--- config.mk ---
export PLATFORM = sky130hd
export DESIGN_NAME = datapath_sequencer_flat
export DESIGN_NICKNAME = d
export VERILOG_FILES = /design/src/rtl/seq_pkg.sv /design/src/rtl/datapath_sequencer_if.sv /design/src/rtl/imm_gen.sv /design/src/rtl/datapath_sequencer.sv /design/src/flat_wrapper.sv
export SDC_FILE = /design/constraint.sdc
export NUM_CORES = 1
export LEC_CHECK = 0
export ABC_AREA = 1
export BUFFER_PORTS_ARGS = -buffer_cell sky130_fd_sc_hd__buf_4
export CORE_ASPECT_RATIO = 1.25
export CORE_MARGIN = 3
export CORE_UTILIZATION = 55
export CTS_BUF_LIST = sky130_fd_sc_hd__clkbuf_4
export DETAILED_ROUTE_END_ITERATION = 12
export GPL_TIMING_DRIVEN = 0
export PLACE_DENSITY = 0.9
export SLEW_MARGIN = 5
export SYNTH_ARGS = -nofsm -noshare
export SYNTH_HDL_FRONTEND = slang
export SYNTH_SLANG_ARGS = --single-unit
--- constraint.sdc ---
create_clock -name clk -period 3.6 [get_ports clk]
set_clock_uncertainty 0.05 [all_clocks]
set_input_delay 0.72 -clock clk [delete_from_list [all_inputs] [get_ports clk]]
set_output_delay 0.72 -clock clk [all_outputs]
set_load 0.05 [all_outputs]
--- src/rtl/seq_pkg.sv ---
// Shared decode constants, FSM state and run-status encodings for the
// datapath sequencer, plus the instruction classifier used in EXEC.
package seq_pkg;
  localparam logic [6:0]  OP_IMM      = 7'b0010011;
  localparam logic [6:0]  OP_REG      = 7'b0110011;
  localparam logic [6:0]  OP_BRANCH   = 7'b1100011;
  localparam logic [2:0]  F3_ADDI     = 3'b000;
  localparam logic [2:0]  F3_ADD      = 3'b000;
  localparam logic [2:0]  F3_BNE      = 3'b001;
  localparam logic [6:0]  F7_ADD      = 7'b0000000;
  localparam logic [31:0] EBREAK_WORD = 32'h00100073;

  typedef enum logic [2:0] {S_IDLE, S_FETCH, S_DECODE, S_EXEC, S_DONE} state_t;
  typedef enum logic [1:0] {ST_OK, ST_ILLEGAL, ST_MISALIGN, ST_TIMEOUT} status_t;
  typedef enum logic [2:0] {K_ADDI, K_ADD, K_BNE, K_EBREAK, K_ILLEGAL} kind_t;

  // Anything not exactly one of the supported encodings is illegal.
  function automatic kind_t decode(input logic [31:0] w);
    if (w == EBREAK_WORD) return K_EBREAK;
    if (w[6:0] == OP_IMM && w[14:12] == F3_ADDI) return K_ADDI;
    if (w[6:0] == OP_REG && w[14:12] == F3_ADD && w[31:25] == F7_ADD) return K_ADD;
    if (w[6:0] == OP_BRANCH && w[14:12] == F3_BNE) return K_BNE;
    return K_ILLEGAL;
  endfunction
endpackage

--- src/rtl/datapath_sequencer_if.sv ---
// Sequencer <-> datapath/ROM bus: register addresses, write enable,
// operand select, immediate, equality flag and instruction fetch.
interface datapath_sequencer_if #(
  parameter int DATA_WIDTH = 32,
  parameter int ADD_WIDTH  = 5,
  parameter int PC_WIDTH   = 8
);
  logic [PC_WIDTH-1:0]   instr_addr;
  logic [31:0]           instr_data;
  logic [ADD_WIDTH-1:0]  AD1, AD2, AD3;
  logic                  WE3;
  logic                  ALUsrc;
  logic [DATA_WIDTH-1:0] Immop;
  logic                  EQ;

  modport master (
    output instr_addr, AD1, AD2, AD3, WE3, ALUsrc, Immop,
    input  instr_data, EQ
  );
  modport slave (
    input  instr_addr, AD1, AD2, AD3, WE3, ALUsrc, Immop,
    output instr_data, EQ
  );
endinterface

--- src/rtl/imm_gen.sv ---
// Sign-extended I-type and B-type immediates from the instruction register.
module imm_gen #(
  parameter int DATA_WIDTH = 32
) (
  input  logic [31:0]           ir,
  output logic [DATA_WIDTH-1:0] imm_i,
  output logic [DATA_WIDTH-1:0] imm_b
);
  logic unused_bits;

  assign imm_i = {{(DATA_WIDTH-12){ir[31]}}, ir[31:20]};
  assign imm_b = {{(DATA_WIDTH-13){ir[31]}}, ir[31], ir[7], ir[30:25], ir[11:8], 1'b0};
  assign unused_bits = ^{ir[19:12], ir[6:0]};
endmodule

--- src/rtl/datapath_sequencer.sv ---
// Multi-cycle FETCH/DECODE/EXEC controller for addi/add/bne/ebreak.
// Register addresses come straight from ir, so they hold the last
// instruction's fields outside EXEC without extra state.
module datapath_sequencer
  import seq_pkg::*;
#(
  parameter int DATA_WIDTH = 32,
  parameter int ADD_WIDTH  = 5,
  parameter int PC_WIDTH   = 8,
  parameter int MAX_STEPS  = 1024
) (
  input  logic                 clk,
  input  logic                 rst_n,
  input  logic                 start,
  output logic                 busy,
  output logic                 done,
  output logic [1:0]           status,
  datapath_sequencer_if.master dp
);
  localparam int SW = $clog2(MAX_STEPS + 1);

  state_t                state, state_d;
  status_t               status_q, status_d;
  kind_t                 kind;
  logic [PC_WIDTH-1:0]   pc, pc_d, pc_plus4, br_tgt;
  logic [31:0]           ir;
  logic [SW-1:0]         steps, steps_d, steps_nx;
  logic                  done_q, done_d;
  logic                  rd_nz, we3, alusrc;
  logic [DATA_WIDTH-1:0] imm_i, imm_b, immop;

  imm_gen #(.DATA_WIDTH(DATA_WIDTH)) u_imm (
    .ir    (ir),
    .imm_i (imm_i),
    .imm_b (imm_b)
  );

  assign kind     = decode(ir);
  assign rd_nz    = (ir[11:7] != 5'd0);
  assign pc_plus4 = pc + PC_WIDTH'(4);
  assign br_tgt   = pc + imm_b[PC_WIDTH-1:0];
  assign steps_nx = steps + SW'(1);

  // State, pc, ir, step counter and run result registers.
  always_ff @(posedge clk or negedge rst_n) begin
    if (!rst_n) begin
      state    <= S_IDLE;
      pc       <= '0;
      ir       <= '0;
      steps    <= '0;
      done_q   <= 1'b0;
      status_q <= ST_OK;
    end else begin
      state    <= state_d;
      pc       <= pc_d;
      steps    <= steps_d;
      done_q   <= done_d;
      status_q <= status_d;
      if (state == S_DECODE) ir <= dp.instr_data;
    end
  end

  // Next-state, pc update and EXEC-cycle datapath controls.
  always_comb begin
    state_d  = state;
    pc_d     = pc;
    steps_d  = steps;
    done_d   = done_q;
    status_d = status_q;
    we3      = 1'b0;
    alusrc   = 1'b0;
    immop    = '0;
    case (state)
      S_IDLE: begin
        if (start) begin
          done_d   = 1'b0;
          pc_d     = '0;
          steps_d  = '0;
          status_d = ST_OK;
          state_d  = S_FETCH;
        end
      end
      S_FETCH:  state_d = S_DECODE;
      S_DECODE: state_d = S_EXEC;
      S_EXEC: begin
        state_d = S_FETCH;
        case (kind)
          K_ADDI: begin
            alusrc = 1'b1;
            immop  = imm_i;
            we3    = rd_nz;
            pc_d   = pc_plus4;
          end
          K_ADD: begin
            we3  = rd_nz;
            pc_d = pc_plus4;
          end
          K_BNE: begin
            immop = imm_b;
            if (dp.EQ) begin
              pc_d = pc_plus4;
            end else if (br_tgt[1:0] != 2'b00) begin
              // misaligned target: stop with pc left on the branch
              state_d  = S_DONE;
              status_d = ST_MISALIGN;
            end else begin
              pc_d = br_tgt;
            end
          end
          K_EBREAK: begin
            state_d  = S_DONE;
            status_d = ST_OK;
          end
          default: begin
            state_d  = S_DONE;
            status_d = ST_ILLEGAL;
          end
        endcase
        // Still heading to FETCH means the instruction retired.
        if (state_d == S_FETCH) begin
          steps_d = steps_nx;
          if (steps_nx == SW'(MAX_STEPS)) begin
            state_d  = S_DONE;
            status_d = ST_TIMEOUT;
          end
        end
        if (state_d == S_DONE) done_d = 1'b1;
      end
      S_DONE:  state_d = S_IDLE;
      default: state_d = S_IDLE;
    endcase
  end

  assign busy          = (state == S_FETCH) || (state == S_DECODE) || (state == S_EXEC);
  assign done          = done_q;
  assign status        = status_q;
  assign dp.instr_addr = pc;
  assign dp.AD1        = ADD_WIDTH'(ir[19:15]);
  assign dp.AD2        = ADD_WIDTH'(ir[24:20]);
  assign dp.AD3        = ADD_WIDTH'(ir[11:7]);
  assign dp.WE3        = we3;
  assign dp.ALUsrc     = alusrc;
  assign dp.Immop      = immop;
endmodule

--- src/flat_wrapper.sv ---
// flat-port wrapper written by rule: the top's interface ports become plain ports
module datapath_sequencer_flat import seq_pkg::*;
#(
  parameter int DATA_WIDTH = 32,
  parameter int ADD_WIDTH  = 5,
  parameter int PC_WIDTH   = 8,
  parameter int MAX_STEPS  = 1024
)
  (clk, rst_n, start, busy, done, status, dp_instr_addr, dp_AD1, dp_AD2, dp_AD3, dp_WE3, dp_ALUsrc, dp_Immop, dp_instr_data, dp_EQ);
  datapath_sequencer_if #(.DATA_WIDTH(DATA_WIDTH), .ADD_WIDTH(ADD_WIDTH), .PC_WIDTH(PC_WIDTH)) dp_i ();
  input  logic clk;
  input  logic rst_n;
  input  logic start;
  output logic busy;
  output logic done;
  output logic [1:0] status;
  output wire logic [$bits(dp_i.instr_addr)-1:0] dp_instr_addr;
  output wire logic [$bits(dp_i.AD1)-1:0] dp_AD1;
  output wire logic [$bits(dp_i.AD2)-1:0] dp_AD2;
  output wire logic [$bits(dp_i.AD3)-1:0] dp_AD3;
  output wire logic [$bits(dp_i.WE3)-1:0] dp_WE3;
  output wire logic [$bits(dp_i.ALUsrc)-1:0] dp_ALUsrc;
  output wire logic [$bits(dp_i.Immop)-1:0] dp_Immop;
  input wire logic [$bits(dp_i.instr_data)-1:0] dp_instr_data;
  input wire logic [$bits(dp_i.EQ)-1:0] dp_EQ;
  assign dp_instr_addr = dp_i.instr_addr;
  assign dp_AD1 = dp_i.AD1;
  assign dp_AD2 = dp_i.AD2;
  assign dp_AD3 = dp_i.AD3;
  assign dp_WE3 = dp_i.WE3;
  assign dp_ALUsrc = dp_i.ALUsrc;
  assign dp_Immop = dp_i.Immop;
  assign dp_i.instr_data = dp_instr_data;
  assign dp_i.EQ = dp_EQ;
  datapath_sequencer #(.DATA_WIDTH(DATA_WIDTH), .ADD_WIDTH(ADD_WIDTH), .PC_WIDTH(PC_WIDTH), .MAX_STEPS(MAX_STEPS)) u_core (.clk(clk), .rst_n(rst_n), .start(start), .busy(busy), .done(done), .status(status), .dp(dp_i));
endmodule
==> flow_metrics.env, run 1 <==
export IMPL_clk_pin_slew_ps=160
export IMPL_synth_area_mm2=0.00359
export IMPL_power_switching_w=0.00142
export IMPL_n_antenna_cell=0
export IMPL_worstMarginPinSlew_ps=719
export IMPL_grt_pass1_vias=3380
export IMPL_switching_share_pct=47.7
export IMPL_p_seq_share_pct=35.9
export IMPL_final_util_pct=71.7
export IMPL_pwr_share_clk_pct=9.5
export IMPL_avgSynthCellArea_um2=7.87
export IMPL_hold_viol=0
export IMPL_startpoint_type="flip-flop"
export IMPL_dpl_worst_slack_ps=462
export IMPL_track_usage_pct=25.6
export IMPL_max_cap_viol_count=0
export IMPL_synthAdderAreaFrac_pct=3.69
export IMPL_power_density_mw_per_mm2=667
export IMPL_grt_max_degree=57
export IMPL_synth_xor_area_share_pct=1.95
export IMPL_drt_iter0_markers=332
export IMPL_vias=3437
export IMPL_pwr_share_comb_pct=54.6
export IMPL_yosys_area_top_type="dfrtp_1"
export IMPL_regArea_mm2=0.00140
export IMPL_port_buffers=95
export IMPL_wirelength_um=9210
export IMPL_gp_congestion=0.882
export IMPL_drc_errors=0
export IMPL_synth_compound_area_share_pct=8.71
export IMPL_required_ps=2830
export IMPL_cts_sinks=56
export IMPL_setup_tns_final_ps=0
export IMPL_hpwl_um=7180
export IMPL_worstHoldPathType="in2async"
export IMPL_ir_worst_vdd_v=0.000603
export IMPL_die_w_um=78.3
export IMPL_synth_top_family_by_area="simple AND/OR/NAND/NOR gates"
export IMPL_max_clock_freq_mhz=306
export IMPL_worstSetupPathType="reg2out"
export IMPL_p_leak_nw=2.27
export IMPL_drive_gt1_share_pct=33.5
export IMPL_synth_simple_gate_area_share_pct=25.9
export IMPL_rsz0062_at_grt="false"
export IMPL_ios=97
export IMPL_ff2ff_path_depth=11
export IMPL_drtPass1Iterations=12
export IMPL_ant_nets=0
export IMPL_dieArea_mm2=0.00754
export IMPL_yosysTopAreaCellShare_pct=39.0
export IMPL_fill_cells=495
export IMPL_area_delta_synth_final_pct=24.7
export IMPL_postCtsSetupBuffers=0
export IMPL_cts_made_buffers=5
export IMPL_fin_crit_sh_pct=90.8
export IMPL_power_internal_w=0.00156
export IMPL_wl_per_cell_um=14.3
export IMPL_setup_viol=0
export IMPL_overflow=0
export IMPL_clk_latency_ps=380
export IMPL_status="finished clean"
export IMPL_h_tree_depth=2
export IMPL_viasPerCell=5.34
export IMPL_end_kind="output pin"
export IMPL_maxSlewViolCount=0
export IMPL_slew_limit_headroom_pct=52.0
export IMPL_tritoncts="built"
export IMPL_synth_seq_cells=56
export IMPL_cts_resized=0
export IMPL_layout_nets=604
export IMPL_min_period_ps=3270
export IMPL_root_buffer="clkbuf_4"
export IMPL_start_util_pct=57.5
export IMPL_antenna_found_initial=0
export IMPL_setup_slack_ps=330
export IMPL_core_mm2=0.00625
export IMPL_die_h_um=96.3
export IMPL_yosysUniqueCellTypes=36
export IMPL_netlist_top_cells_area="dfrtp_1 39%, nand2_1 10%, buf_4 7.5%, mux2_2 6.9%, nor2_1 6.3%"
export IMPL_synthMuxAreaShare_pct=6.90
export IMPL_clock_path_buffers=2
export IMPL_hold_buffers=0
export IMPL_synth_net_count=502
export IMPL_fp_row_count=32
export IMPL_grt_pass1_wl_um=15300
export IMPL_synth_seq_area_share_pct=39.0
export IMPL_multi_input_area_mm2=0.00171
export IMPL_syn_inst=456
export IMPL_cp_arrival_ps=2500
export IMPL_ys_warn_count=0
export IMPL_worstPathMaxFanout=20
layout by cell type, fill, tap and decap left out, types with 2 or more instances in the layout:
master      n
nand2_2     4
nor3_4      2
nor2_1     60
ha_1        9
nand3_1    27
nand2_1    97
inv_2       5
clkbuf_4    6
inv_1      39
nand4_1    12
clkbuf_1    2
o21ai_1     3
xnor2_1     4
buf_2       4
dfrtp_1    56
buf_4     131
nor3_1      5
o22ai_1     4
nor2_2      5
mux2_2     22
o211ai_1    2
buf_6       2
o21ai_0    18
xor2_1      4
a21oi_1    22
Yosys cell counts:
| library cell | number |
|---|---|
| a21boi_0 | 1 |
| a21boi_1 | 1 |
| a21oi_1 | 22 |
| a31oi_1 | 1 |
| buf_2 | 4 |
| buf_4 | 36 |
| buf_6 | 2 |
| clkbuf_1 | 2 |
| conb_1 | 1 |
| dfrtp_1 | 56 |
| fa_1 | 1 |
| ha_1 | 9 |
| inv_1 | 39 |
| inv_2 | 5 |
| inv_4 | 1 |
| mux2_2 | 22 |
| nand2_1 | 97 |
| nand2_2 | 4 |
| nand3_1 | 27 |
| nand3_4 | 1 |
| nand4_1 | 12 |
| nor2_1 | 60 |
| nor2_2 | 5 |
| nor2_4 | 1 |
| nor3_1 | 6 |
| nor3_4 | 1 |
| o211ai_1 | 2 |
| o21ai_0 | 18 |
| o21ai_1 | 3 |
| o21ai_2 | 1 |
| o21bai_2 | 1 |
| o22ai_1 | 4 |
| o31ai_1 | 1 |
| o32ai_1 | 1 |
| xnor2_1 | 4 |
| xor2_1 | 4 |
state kept, by name, indices dropped and copies added, names as in the netlist:
| signal | flops |
|---|---|
| u_core.ir | 32 |
| u_core.state | 3 |
| u_core.steps | 11 |
| u_core.done | 1 |
| u_core.dp.instr_addr | 7 |
| u_core.status | 2 |
per-stage QoR:
step / power (W) / cells / instance area [µm²] / hold WS (ps)
detailed placement: 0.00270 / 636 / 4420 / 428
finish: 0.00299 / 644 / 4480 / 317
CTS: 0.00299 / 644 / 4470 / 341
floorplan: 0.00225 / 456 / 3600 / 374
global placement: 0.00264 / 636 / 4420 / 426
global route: 0.00318 / 644 / 4480 / 346
cell families after synthesis:
group,count (synthesis)
and+or+nand+nor,214
buffers and inverters,89
AOI/OAI and AO/OA,56
DFF,56
muxes,22
adders and majority gates,10
xor gates and xnor gates,8
other,1
area by class of cell:
type,count,share of cell area (%)
plain buffers,44,7.15
clock buffers,6,1.01
clock inverters,2,0.251
inverters,45,3.83
multi-input cells,311,38.2
flip-flops and latches,56,31.3
well taps,85,2.37
repair buffers,95,15.9
power by group through the flow:
stage | Clock [W] | Combinational [W] | Sequential, W
CTS | 0.000288 | 0.00163 | 0.00107
detailed placement | 0 | 0.00162 | 0.00108
finish | 0.000283 | 0.00163 | 0.00107
global placement | 0 | 0.00158 | 0.00106
global route | 0.000311 | 0.00177 | 0.00110
floorplan | 0 | 0.00120 | 0.00105
critical path, stage by stage (launching register included):
cell and delay [ps]:
dfrtp_1 440, inv_1 120, nand2_1 120, nor2_1 160, nand2_2 110, nand2_1 80, inv_1 120, nor3_4 550
buf_4 220, buf_4 190
path summary, 6_finish.rpt:
kind / slack (ps) / from / endpoint
worst max-delay path: 330 / u_core.ir[14] / dp_Immop[14]
worst min-delay path: 320 / rst_n / u_core.dp.instr_addr[3]
worst max register to register: 1550 / u_core.steps[0] / u_core.status[0]
worst min register to register: 460 / u_core.steps[10] / u_core.steps[10]
max in group asynchronous: 2710 / rst_n / u_core.state[1]
min in group clk: 460 / u_core.steps[10] / u_core.steps[10]
per-layer routing:
layer,track usage [%],vias to the layer above,routed length [µm]
li1,-,1649,-
met1,28.6,1607,3410
met2,48.5,149,4990
met3,4.12,32,501
met4,10.5,0,316
met5,0,-,0
Power figures use the tool's default switching activity.
==> run 2, diff against run 1 <==
--- a/config.mk
+++ b/config.mk
@@ -7,13 +7,13 @@
 export LEC_CHECK = 0
 export ABC_AREA = 1
 export BUFFER_PORTS_ARGS = -buffer_cell sky130_fd_sc_hd__buf_4
-export CORE_ASPECT_RATIO = 1.25
+export CORE_ASPECT_RATIO = 0.6
 export CORE_MARGIN = 3
-export CORE_UTILIZATION = 55
-export CTS_BUF_LIST = sky130_fd_sc_hd__clkbuf_4
+export CORE_UTILIZATION = 53
+export CTS_BUF_LIST = sky130_fd_sc_hd__clkbuf_16
 export DETAILED_ROUTE_END_ITERATION = 12
 export GPL_TIMING_DRIVEN = 0
-export PLACE_DENSITY = 0.9
+export PLACE_DENSITY = 0.87
 export SLEW_MARGIN = 5
 export SYNTH_ARGS = -nofsm -noshare
 export SYNTH_HDL_FRONTEND = slang
==> flow_metrics.env, run 2 (synthesis results as in run 1) <==
export IMPL_postCtsSetupBuffers=0
export IMPL_layout_nets=604
export IMPL_final_util_pct=72.0
export IMPL_ant_nets=0
export IMPL_layout_commonest_cell="buf_4"
export IMPL_fp_row_count=22
export IMPL_worstMarginPinSlew_ps=727
export IMPL_h_tree_depth=2
export IMPL_track_usage_pct=25.5
export IMPL_antenna_found_initial=0
export IMPL_cts_made_buffers=5
export IMPL_tritoncts="built"
export IMPL_rsz0062_at_grt="false"
export IMPL_ir_worst_vdd_v=0.000508
export IMPL_dieArea_mm2=0.00783
export IMPL_wirelength_um=10100
export IMPL_core_mm2=0.00633
export IMPL_maxSlewViolCount=0
export IMPL_wl_per_cell_um=15.7
export IMPL_grt_pass1_wl_um=16100
export IMPL_layout_common_cells="131 x buf_4, 97 x nand2_1, 60 x nor2_1"
export IMPL_status="finished clean"
export IMPL_startpoint_type="flip-flop"
export IMPL_fill_cells=493
export IMPL_viasPerCell=5.43
export IMPL_port_buffers=95
export IMPL_required_ps=2830
export IMPL_start_util_pct=56.7
export IMPL_end_kind="output pin"
export IMPL_area_delta_synth_final_pct=27.0
export IMPL_power_density_mw_per_mm2=704
export IMPL_p_leak_nw=2.31
export IMPL_clk_latency_ps=290
export IMPL_crit_path_frequent_cell="nand2_1"
export IMPL_clk_pin_slew_ps=70
export IMPL_setup_tns_final_ps=0
export IMPL_cp_arrival_ps=2450
export IMPL_drtPass1Iterations=5
export IMPL_setup_viol=0
export IMPL_hold_viol=0
export IMPL_drive_gt1_share_pct=33.5
export IMPL_worstPathMaxFanout=20
export IMPL_ios=97
export IMPL_drt_iter0_markers=294
export IMPL_clock_path_buffers=2
export IMPL_grt_pass1_vias=3259
export IMPL_drc_errors=0
export IMPL_largest_register_ffs=32
export IMPL_die_w_um=112
export IMPL_grt_max_degree=57
export IMPL_max_clock_freq_mhz=310
export IMPL_min_period_ps=3220
export IMPL_die_h_um=69.8
export IMPL_slowest_delay_ps=560
export IMPL_overflow=0
export IMPL_cts_sinks=56
export IMPL_n_antenna_cell=0
export IMPL_fin_crit_sh_pct=89.6
export IMPL_root_buffer="clkbuf_16"
export IMPL_cp_cell_sequence="nor2_1 > nand2_1 > nor2_1 > nand2_1 > nand2_1 > inv_1 > nor3_4 > buf_4 > buf_4"
export IMPL_slew_limit_headroom_pct=51.5
export IMPL_worstHoldPathType="in2async"
export IMPL_hpwl_um=7790
export IMPL_gp_congestion=0.934
export IMPL_max_cap_viol_count=0
export IMPL_vias=3490
export IMPL_worstSetupPathType="reg2out"
export IMPL_crit_path_top_delay_cell="nor3_4"
export IMPL_top_register="u_core.ir"
[run 2: path summary, 6_finish.rpt]
kind	to	depth (start not counted)	slack, ps	from
max	dp_Immop[19]	9	380	u_core.ir[3]
min	u_core.dp.instr_addr[4]	1	430	rst_n
max reg2reg	u_core.done	10	1470	u_core.steps[0]
min reg2reg	u_core.done	2	460	u_core.done
max in group asynchronous	u_core.ir[6]	1	2590	rst_n
min in group clk	u_core.done	2	460	u_core.done
[run 2: area by class of cell]
class	instances	area (µm²)	share of cell area, %
clock buffer	5	125	2.74
sequential	56	1400	30.7
multi-input combinational	311	1710	37.5
inverter	45	171	3.76
tap	84	105	2.31
clock inverter	3	13.8	0.302
buffer	44	320	7.03
timing repair buffer	95	713	15.6
[run 2: critical path, delay by kind of cell (launching register included)]
family | cells | cell delay, ps
simple gates | 6 | 1210
flops | 1 | 390
buf+inv | 3 | 550
[run 2: timing repair]
action | 4_1_cts | 5_1_grt
setup endpoints to repair | 0 | 20
hold buffers | 0 | 0
resized for setup | 0 | 1
[run 2: metrics by stage]
stage	power (W)	setup slack, ps	instance area [µm²]	hold WS (ps)	std cells
floorplan	0.00225	342	3600	374	456
global placement	0.00265	551	4410	426	635
detailed placement	0.00272	430	4410	442	635
CTS	0.00319	114	4550	456	643
global route	0.00338	79.0	4560	475	643
finish	0.00321	375	4560	432	643
[run 2: where the power goes]
group / switching (W) / internal (W)
sequential: 0.000223 / 0.000851
combinational: 0.00102 / 0.000635
clock: 0.000224 / 0.000254
[run 2: metal layers]
layer	wire length (µm)	global-route usage, %
met4	110	5.87
met5	0	0
met3	1020	6.02
met2	4450	38.7
met1	4480	37.2
==> run 3, diff against run 2 <==
--- a/config.mk
+++ b/config.mk
@@ -5,7 +5,6 @@
 export SDC_FILE = /design/constraint.sdc
 export NUM_CORES = 1
 export LEC_CHECK = 0
-export ABC_AREA = 1
 export BUFFER_PORTS_ARGS = -buffer_cell sky130_fd_sc_hd__buf_4
 export CORE_ASPECT_RATIO = 0.6
 export CORE_MARGIN = 3
@@ -13,7 +12,7 @@
 export CTS_BUF_LIST = sky130_fd_sc_hd__clkbuf_16
 export DETAILED_ROUTE_END_ITERATION = 12
 export GPL_TIMING_DRIVEN = 0
-export PLACE_DENSITY = 0.87
+export PLACE_DENSITY = 0.88
 export SLEW_MARGIN = 5
 export SYNTH_ARGS = -nofsm -noshare
 export SYNTH_HDL_FRONTEND = slang
==> flow_metrics.env, run 3 <==
export IMPL_status="finished clean"
export IMPL_setup_slack_ps=244
export IMPL_ios=97
export IMPL_hold_viol=0
export IMPL_p_leak_nw=2.11
export IMPL_yosysMostFrequentCell="dfrtp_1"
export IMPL_r2r_end="u_core.status[0]"
export IMPL_drtPass1Iterations=5
export IMPL_startpoint_type="flip-flop"
export IMPL_ys_warn_count=0
export IMPL_power_density_mw_per_mm2=706
export IMPL_timing_rr_start="u_core.steps[0]"
export IMPL_drt_iter0_markers=266
export IMPL_syn_inst=341
export IMPL_synth_seq_cells=56
export IMPL_top_register="u_core.ir"
export IMPL_root_buffer="clkbuf_16"
export IMPL_worstPathMaxFanout=20
export IMPL_h_tree_depth=2
export IMPL_tritoncts="built"
export IMPL_fin_crit_sh_pct=93.2
export IMPL_avgSynthCellArea_um2=10.3
export IMPL_netlist_top_cells_area="dfrtp_1 40%, mux2_2 9.9%, buf_4 7.7%, ha_1 3.2%, xnor2_1 2.5%"
export IMPL_synth_seq_area_share_pct=39.8
export IMPL_hold_buffers=0
export IMPL_die_h_um=69.1
export IMPL_ir_worst_vdd_v=0.000505
export IMPL_start_util_pct=56.1
export IMPL_synth_area_mm2=0.00352
export IMPL_largest_register_ffs=32
export IMPL_max_clock_freq_mhz=298
export IMPL_slew_limit_headroom_pct=51.6
export IMPL_crit_path_start="u_core.ir[12]"
export IMPL_grt_max_degree=57
export IMPL_ant_nets=0
export IMPL_max_cap_viol_count=0
export IMPL_yosys_area_top_type="dfrtp_1"
export IMPL_n_antenna_cell=0
export IMPL_overflow=0
export IMPL_use_met2_pct=34.6
export IMPL_layout_common_cells="131 x buf_4, 56 x dfrtp_1, 31 x mux2_2"
export IMPL_rrSetupSlack_ps=1150
export IMPL_die_w_um=111
export IMPL_use_met3_pct=6.40
export IMPL_wl_per_cell_um=16.9
export IMPL_maxSlewViolCount=0
export IMPL_clock_path_buffers=2
export IMPL_synth_edf_count=0
export IMPL_gp_congestion=0.911
export IMPL_port_buffers=95
export IMPL_grt_pass1_wl_um=14700
export IMPL_dieArea_mm2=0.00769
export IMPL_crit_path_end="dp_Immop[16]"
export IMPL_wirelength_um=8920
export IMPL_yosysUniqueCellTypes=71
export IMPL_drive_gt1_share_pct=45.3
export IMPL_synth_net_count=387
export IMPL_clk_latency_ps=290
export IMPL_layout_nets=489
export IMPL_layout_commonest_cell="buf_4"
export IMPL_area_delta_synth_final_pct=27.5
export IMPL_setup_tns_final_ps=0
export IMPL_clk_pin_slew_ps=70
export IMPL_drc_errors=0
export IMPL_yosysTopAreaCellShare_pct=39.8
export IMPL_worstMarginPinSlew_ps=726
export IMPL_fp_row_count=22
export IMPL_cts_made_buffers=5
export IMPL_worstHoldPathType="in2async"
export IMPL_setup_viol=0
export IMPL_dpl_worst_slack_ps=167
export IMPL_ys_flop_type="dfrtp_1"
export IMPL_required_ps=2830
export IMPL_synthTopCellsByCount="56 x dfrtp_1, 36 x buf_4, 31 x mux2_2"
export IMPL_vias=3023
export IMPL_rsz0062_at_grt="false"
export IMPL_postCtsSetupBuffers=0
export IMPL_worstSetupPathType="reg2out"
export IMPL_async_flop_share_pct=100
export IMPL_busiest_layer="met2"
export IMPL_track_usage_pct=23.2
export IMPL_cp_arrival_ps=2590
export IMPL_viasPerCell=5.73
export IMPL_grt_util_met1_pct=34.3
export IMPL_min_period_ps=3360
export IMPL_ff2ff_path_depth=8
export IMPL_antenna_found_initial=0
export IMPL_hpwl_um=6590
export IMPL_cts_sinks=56
export IMPL_grt_pass1_vias=2983
export IMPL_end_kind="output pin"
export IMPL_core_mm2=0.00628
==> run 3: how the worst min path moves through the flow <==
stage | depth (start not counted) | slack (ps) | to | start
floorplan | 0 | 370 | u_core.done | rst_n
global placement | 1 | 420 | u_core.dp.instr_addr[7] | u_core.dp.instr_addr[7]
detailed placement | 1 | 420 | u_core.dp.instr_addr[7] | u_core.dp.instr_addr[7]
CTS | 1 | 430 | u_core.dp.instr_addr[7] | u_core.dp.instr_addr[7]
global route | 1 | 470 | u_core.dp.instr_addr[7] | u_core.dp.instr_addr[7]
finish | 1 | 410 | u_core.steps[2] | rst_n
==> run 3: area by class of cell <==
class	instances	area (µm²)
fillers	464	1790
multi-input cells	227	1720
flip-flops and latches	56	1400
repair buffers	95	713
plain buffers	52	384
clock buffers	5	125
well taps	84	105
inverters	6	22.5
clock inverters	3	18.8
==> run 3: routing by layer <==
| layer | vias up | wire length (µm) |
|---|---|---|
| met5 | - | 0 |
| met4 | 0 | 57 |
| met3 | 14 | 1010 |
| met2 | 178 | 3940 |
| met1 | 1424 | 3900 |
| li1 | 1407 | - |
==> run 3: stage by stage <==
stage                     instances  util (%)  hold WS, ps  power, W  instance area (µm²)
final                           528      71.5          406   0.00317                 4490
after global routing            528      71.5          467   0.00334                 4490
after CTS                       528      71.4          428   0.00317                 4480
after detailed placement        520      69.1          419   0.00268                 4340
after global placement          520      69.1          416   0.00262                 4340
after floorplan                 341         -          374   0.00224                 3520
==> run 3: cells by family (layout without fill, tap and decap cells) <==
group	after synthesis	after routing	synth area share, %
AO/OA/AOI/OAI	67	67	13.3
XOR/XNOR	12	12	2.99
adder cells (fa/ha/maj)	10	10	3.77
buffers and inverters	58	161	11.6
flip-flops	56	56	39.8
multiplexers	34	34	10.8
other	1	1	0.107
AND/OR/NAND/NOR	103	103	17.7
==> run 3: power breakdown <==
part / internal (W) / switching (W)
Combinational: 0.000694 / 0.000894
Sequential: 0.000853 / 0.000249
Clock: 0.000257 / 0.000222
Total: 0.00180 / 0.00136
==> run 3: critical path, cell delays in order (launching register included) <==
cell and delay [ps]:
dfrtp_1 410, nor4_1 570, nand3b_1 200, a21oi_2 330, and2_2 420, buf_4 170, buf_4 180
==> run 3: what timing repair did <==
action	CTS	global route
hold endpoints to repair	0	0
resized for setup	1	1
endpoints found under the setup margin	20	20
